**config.mk**
```make
export PLATFORM = sky130hd
export DESIGN_NAME = mine_count_builder
export DESIGN_NICKNAME = d
export VERILOG_FILES = /design/src/rtl/mine_count_builder.sv
export SDC_FILE = /design/constraint.sdc
export NUM_CORES = 1
export LEC_CHECK = 0
export ABC_AREA = 1
export BUFFER_PORTS_ARGS = -buffer_cell sky130_fd_sc_hd__buf_4
export CORE_MARGIN = 2
export CORE_UTILIZATION = 58
export CTS_BUF_LIST = sky130_fd_sc_hd__clkbuf_16
export CTS_CLUSTER_DIAMETER = 50
export DETAILED_ROUTE_END_ITERATION = 12
export PLACE_DENSITY = 0.8
export SYNTH_ARGS = -nofsm -noshare
export SYNTH_HDL_FRONTEND = slang
export SYNTH_SLANG_ARGS = --single-unit
```
**constraint.sdc**
```tcl
create_clock -name clk -period 2.2 [get_ports clk]
set_clock_uncertainty 0.2 [all_clocks]
set_input_delay 0.33 -clock clk [delete_from_list [all_inputs] [get_ports clk]]
set_output_delay 0.33 -clock clk [all_outputs]
set_load 0.05 [all_outputs]
```
**src/rtl/mine_count_builder.sv**
```systemverilog
// Neighbour-count map builder for the mine grid.
// Walks cells in raster order, reads 9 slots per cell, writes one 4-bit code.
module mine_count_builder #(
  parameter int ROWS   = 16,
  parameter int COLS   = 16,
  parameter int ADDR_W = 8,
  parameter int RD_LAT = 1
) (
  input  logic              clk,
  input  logic              rst,
  input  logic              start,
  output logic [ADDR_W-1:0] mine_rd_addr,
  input  logic              mine_rd_data,
  output logic [ADDR_W-1:0] cnt_wr_addr,
  output logic [3:0]        cnt_wr_data,
  output logic              cnt_wr_en,
  output logic              busy,
  output logic              done,
  output logic [8:0]        mine_total
);

  localparam int COL_W = $clog2(COLS);
  localparam int ROW_W = ADDR_W - COL_W;
  localparam logic [COL_W-1:0] COL_MAX = COL_W'(COLS - 1);
  localparam logic [ROW_W-1:0] ROW_MAX = ROW_W'(ROWS - 1);
  localparam logic [1:0] DR_LAST = 2'(RD_LAT - 1);

  localparam logic [2:0] S_IDLE  = 3'd0;
  localparam logic [2:0] S_READ  = 3'd1;
  localparam logic [2:0] S_DRAIN = 3'd2;
  localparam logic [2:0] S_WRITE = 3'd3;
  localparam logic [2:0] S_DONE  = 3'd4;

  logic [2:0]        state;
  logic [ROW_W-1:0]  row;
  logic [COL_W-1:0]  col;
  logic [3:0]        slot;
  logic [1:0]        dcnt;
  logic [3:0]        acc;
  logic              self_q;
  logic [ADDR_W-1:0] addr_q;
  logic [RD_LAT-1:0] vtag;
  logic [RD_LAT-1:0] stag;

  logic             up, dn, lf, rt;
  logic             inb;
  logic [ROW_W-1:0] nrow;
  logic [COL_W-1:0] ncol;
  logic             last_cell;
  logic             rd_slot;

  // Slot order: SELF, NW, N, NE, W, E, SW, S, SE
  always_comb begin
    up = 1'b0;
    dn = 1'b0;
    lf = 1'b0;
    rt = 1'b0;
    unique case (slot)
      4'd1:    begin up = 1'b1; lf = 1'b1; end
      4'd2:    up = 1'b1;
      4'd3:    begin up = 1'b1; rt = 1'b1; end
      4'd4:    lf = 1'b1;
      4'd5:    rt = 1'b1;
      4'd6:    begin dn = 1'b1; lf = 1'b1; end
      4'd7:    dn = 1'b1;
      4'd8:    begin dn = 1'b1; rt = 1'b1; end
      default: ;
    endcase
  end

  assign inb = !(up && row == '0) && !(dn && row == ROW_MAX)
            && !(lf && col == '0) && !(rt && col == COL_MAX);
  assign nrow = up ? row - 1'b1 : (dn ? row + 1'b1 : row);
  assign ncol = lf ? col - 1'b1 : (rt ? col + 1'b1 : col);
  assign rd_slot = (state == S_READ) && inb;
  assign last_cell = (row == ROW_MAX) && (col == COL_MAX);

  assign mine_rd_addr = rd_slot ? {nrow, ncol} : addr_q;
  assign cnt_wr_addr  = {row, col};
  assign cnt_wr_data  = self_q ? 4'd9 : acc;
  assign cnt_wr_en    = (state == S_WRITE);
  assign busy = (state == S_READ) || (state == S_DRAIN)
             || (state == S_WRITE);
  assign done = (state == S_DONE);

  always_ff @(posedge clk or negedge rst) begin
    if (!rst) begin
      state      <= S_IDLE;
      row        <= '0;
      col        <= '0;
      slot       <= '0;
      dcnt       <= '0;
      acc        <= '0;
      self_q     <= 1'b0;
      addr_q     <= '0;
      vtag       <= '0;
      stag       <= '0;
      mine_total <= '0;
    end else begin
      vtag[0] <= rd_slot;
      stag[0] <= (slot == 4'd0);
      for (int i = 1; i < RD_LAT; i++) begin
        vtag[i] <= vtag[i-1];
        stag[i] <= stag[i-1];
      end
      if (vtag[RD_LAT-1]) begin
        if (stag[RD_LAT-1])
          self_q <= mine_rd_data;
        else if (mine_rd_data)
          acc <= acc + 4'd1;
      end
      if (rd_slot)
        addr_q <= {nrow, ncol};
      case (state)
        S_IDLE, S_DONE: begin
          if (start) begin
            state      <= S_READ;
            row        <= '0;
            col        <= '0;
            slot       <= '0;
            acc        <= '0;
            self_q     <= 1'b0;
            mine_total <= '0;
          end
        end
        S_READ: begin
          if (slot == 4'd8) begin
            state <= S_DRAIN;
            dcnt  <= '0;
          end else begin
            slot <= slot + 4'd1;
          end
        end
        S_DRAIN: begin
          if (dcnt == DR_LAST)
            state <= S_WRITE;
          else
            dcnt <= dcnt + 2'd1;
        end
        S_WRITE: begin
          if (self_q && mine_total != 9'd511)
            mine_total <= mine_total + 9'd1;
          if (col == COL_MAX) begin
            col <= '0;
            row <= row + 1'b1;
          end else begin
            col <= col + 1'b1;
          end
          slot   <= '0;
          acc    <= '0;
          self_q <= 1'b0;
          state  <= last_cell ? S_DONE : S_READ;
        end
        default: state <= S_IDLE;
      endcase
    end
  end

endmodule
```
==> flow_summary.ini <==
[outcome]
result_of_the_run = finished, violations left
violations = setup timing

[critical_path]
arrival_ns = 2.13
timing.critical_path.slowest_cell_delay_ns = 0.45
worst_path_max_delay_cell = sky130_fd_sc_hd__dfrtp_2
r2r_setup_slack_ns = 0.10
critical_path_class = register to output port
setup.worst_path.start_class = register
r2r-start = slot[1]
cp_num_buf_inv = 5
critical_path.reg2reg.endpoint = addr_q[7]
end_kind = output port
worst_r2r_path_depth = 12
crit_chain = inv_2 > ha_4 > inv_4 > nand2_4 > nand2_4 > buf_4 > buf_4 > nand3_1 > nand3_1 > nand2_1 > nand2_2 > nand2_2 > buf_8
cp_top_family = buffers and inverters
cp_data_required_time_ns = 1.67
worstPathMaxFanout = 3

[floorplanning]
rows = 24
die_area_um2 = 5055
initial_utilization_pct = 59.97
die_height_um = 71.10
coreArea_um2 = 4354
dieWidth_um = 71.10
io-pin-count = 36

[timing]
report.final.hold_viol_count = 0
setup_slack_ns = -0.4578
worst_slew_pin_slew_ns = 0.5355
layout_min_cycle_time_ns = 2.658
grt_setup_unrepaired = true
timing.max_slew.rel_slack_pct = 64.30
totalNegativeSetupSlack_ns = -3.135
fin_hold_ws_ns = 0.1572
clock.fmax_ghz = 0.3763
slew_violations = 0
layout_worst_path_cycle_share_pct = 120.8
setup_viol = 8

[clocking]
clock_sink_count = 41
clk_latency_ns = 0.29
clkTransAtPathRegs_ns = 0.06
clock_tree.buffer_depth = 2
tritoncts_clock_tree = yes
root_buffer = sky130_fd_sc_hd__clkbuf_16
cts_made_buffers = 5
htree_depth = 2

[placed_design]
place.port_buffers = 35
place_area_um2 = 3119
detailedPlacementHpwl_um = 4674
routabilityCongestion = 0.8952

[logic_synthesis]
synthDistinctLibCells = 34
sequential_share_of_the_synthesized_area_pct = 39.29
ys_ff_latch = 41
post_synth_inst_count = 343
synth-warning-count = 0
post_synth_main_area_contributors = sky130_fd_sc_hd__dfrtp_1, sky130_fd_sc_hd__nand2_1, sky130_fd_sc_hd__inv_1, sky130_fd_sc_hd__ha_1, sky130_fd_sc_hd__nand3_1
synth.net_count = 361
post-synth-top-area-cell = sky130_fd_sc_hd__dfrtp_1
synthesis.area_um2 = 2611
synth_top_area_share_pct = 39.29
syn_avg_cell_area_um2 = 7.613

[pwr]
static-leakage-power_uw = 0.001898
seq_power_share_pct = 19.3
internal-power_uw = 2864
sw_frac_of_total_pct = 52.49
power.switching_uw = 3164
peakVddDrop_mv = 0.7574
clock_power_share_pct = 11.8
power.density_cell_area_nw_per_um2 = 1651
combinationalPowerShare_pct = 68.9

[final_layout]
layout.area.seq_um2 = 1039
n_antenna_cell = 0
most-common-layout-cells = sky130_fd_sc_hd__nand2_1, sky130_fd_sc_hd__buf_4, sky130_fd_sc_hd__inv_1
layout.nets = 438
multi_input_area_um2 = 1605
drive_above_1_share_pct = 35.63
filler_instances = 242
design_area_um2 = 3650
final_common_cell = sky130_fd_sc_hd__nand2_1
syn_to_final_growth_pct = 39.77

[global_routing]
grt.total_usage_pct = 29.97
grt_pass1_vias = 2707
grt_max_degree = 42
grt_antenna_before_repair = 0
first_pass_grt_wire_length_um = 12060
grt_overflow = 0

[routing]
drt-pass1-iter-count = 5
detailroute.via_count = 2847
average_vias_per_placed_instance = 6.019
routed_wire_length_per_instance_um = 17.86
drt.antenna.violating_nets = 0
remaining_drc_errors = 0
routed_wl_um = 8447
drt-initial-drc-count = 326

[worst_hold_path]
hold_depth = 3
startpoint_of_the_lowest_slack_hold_path = mine_rd_data
hold_path_end = self_q
timing.hold.worst.class = input port to register

[flow_run]
drv.max_cap_violation_count = 0
[kinds of logic (layout without fill, tap and decap cells)]
| logic type | after synthesis | after routing | share of synthesized area, % |
|---|---|---|---|
| buffers and inverters | 54 | 129 | 8.673 |
| DFF | 41 | 41 | 39.29 |
| AOI/OAI and AO/OA | 45 | 45 | 9.536 |
| and+or+nand+nor | 183 | 186 | 33.78 |
| adders and majority gates | 14 | 14 | 6.708 |
| xor gates and xnor gates | 6 | 6 | 2.012 |
[synth_stat cells, drive strengths merged]
master  instances
ha             14
o211ai          1
nand3          35
nor2           27
nand2         106
a21oi           7
buf             5
a211oi          1
inv            49
a31oi           1
a31o            1
nor3            1
o22ai           6
xnor2           2
nand4          11
dfrtp          41
or2             1
o21ai          27
xor2            4
nor4            1
nor3b           1
o21bai          1
[state kept, by name, indices dropped and copies added, names as in the netlist]
register and flops:
slot 4, self_q 1, col 4, vtag 1
row 4, state 3, addr_q 8, dcnt 2
stag 1, acc 4, mine_total 9
[worst max-delay path by stage]
stage | slack (ns) | startpoint | to | cells past startpoint
3_5_place_dp | -0.06 | slot[0] | mine_rd_addr[2] | 12
4_1_cts | -0.26 | slot[1] | mine_rd_addr[4] | 12
2_1_floorplan | -0.008 | col[0] | mine_rd_addr[5] | 8
5_1_grt | -0.49 | slot[0] | mine_rd_addr[6] | 13
3_3_place_gp | 0.03 | slot[0] | mine_rd_addr[2] | 12
6_report | -0.46 | slot[0] | mine_rd_addr[6] | 13
[timing repair]
item / in CTS / in global routing
gates cloned: 2 / 1
endpoints found under the hold margin: 41 / 0
setup buffers: 6 / 5
pin swaps: 9 / 19
gates resized for setup: 38 / 40
endpoints found under the setup margin: 8 / 12
hold buffers: 1 / 0
[power groups by stage]
stage / registers (uW) / clock network [uW] / logic, uW
3_3_place_gp: 1120 / 0 / 2990
5_1_grt: 1190 / 737 / 4370
3_5_place_dp: 1130 / 0 / 3080
4_1_cts: 1120 / 702 / 3560
2_1_floorplan: 1230 / 0 / 2040
6_report: 1160 / 712 / 4150
[tightest hold or removal path, stage by stage]
cell and delay, ns:
sky130_fd_sc_hd__buf_4 0.10, sky130_fd_sc_hd__a31oi_1 0.09, sky130_fd_sc_hd__nor2_1 0.08
[area by class of cell]
cell class / instances / share of cell area [%]
Sequential cell: 41 / 28.45
Tap cell: 52 / 1.783
Clock buffer: 5 / 3.428
Clock inverter: 3 / 0.3085
Multi-Input combinational cell: 251 / 43.98
Inverter: 49 / 5.314
Timing Repair Buffer: 72 / 16.73
[metrics by stage]
| step | std cells | utilization (%) | total power [uW] | setup WS, ns |
|---|---|---|---|---|
| final | 473 | 83.82 | 6027 | -0.4578 |
| after detailed placement | 450 | 71.64 | 4203 | -0.05574 |
| after floorplan | 343 | - | 3263 | -0.007810 |
| after global routing | 473 | 83.82 | 6292 | -0.4873 |
| after global placement | 450 | 71.64 | 4112 | 0.02733 |
| after CTS | 467 | 78.85 | 5381 | -0.2642 |
[routing by layer]
layer,track usage (%),part of all wire (%),vias up
met5,0,0,-
met4,13.63,4.8,0
met3,5.413,8.2,42
met2,50.67,50,194
met1,37.36,37,1338
li1,-,-,1273
No activity file was read; power rests on OpenSTA's default activity.
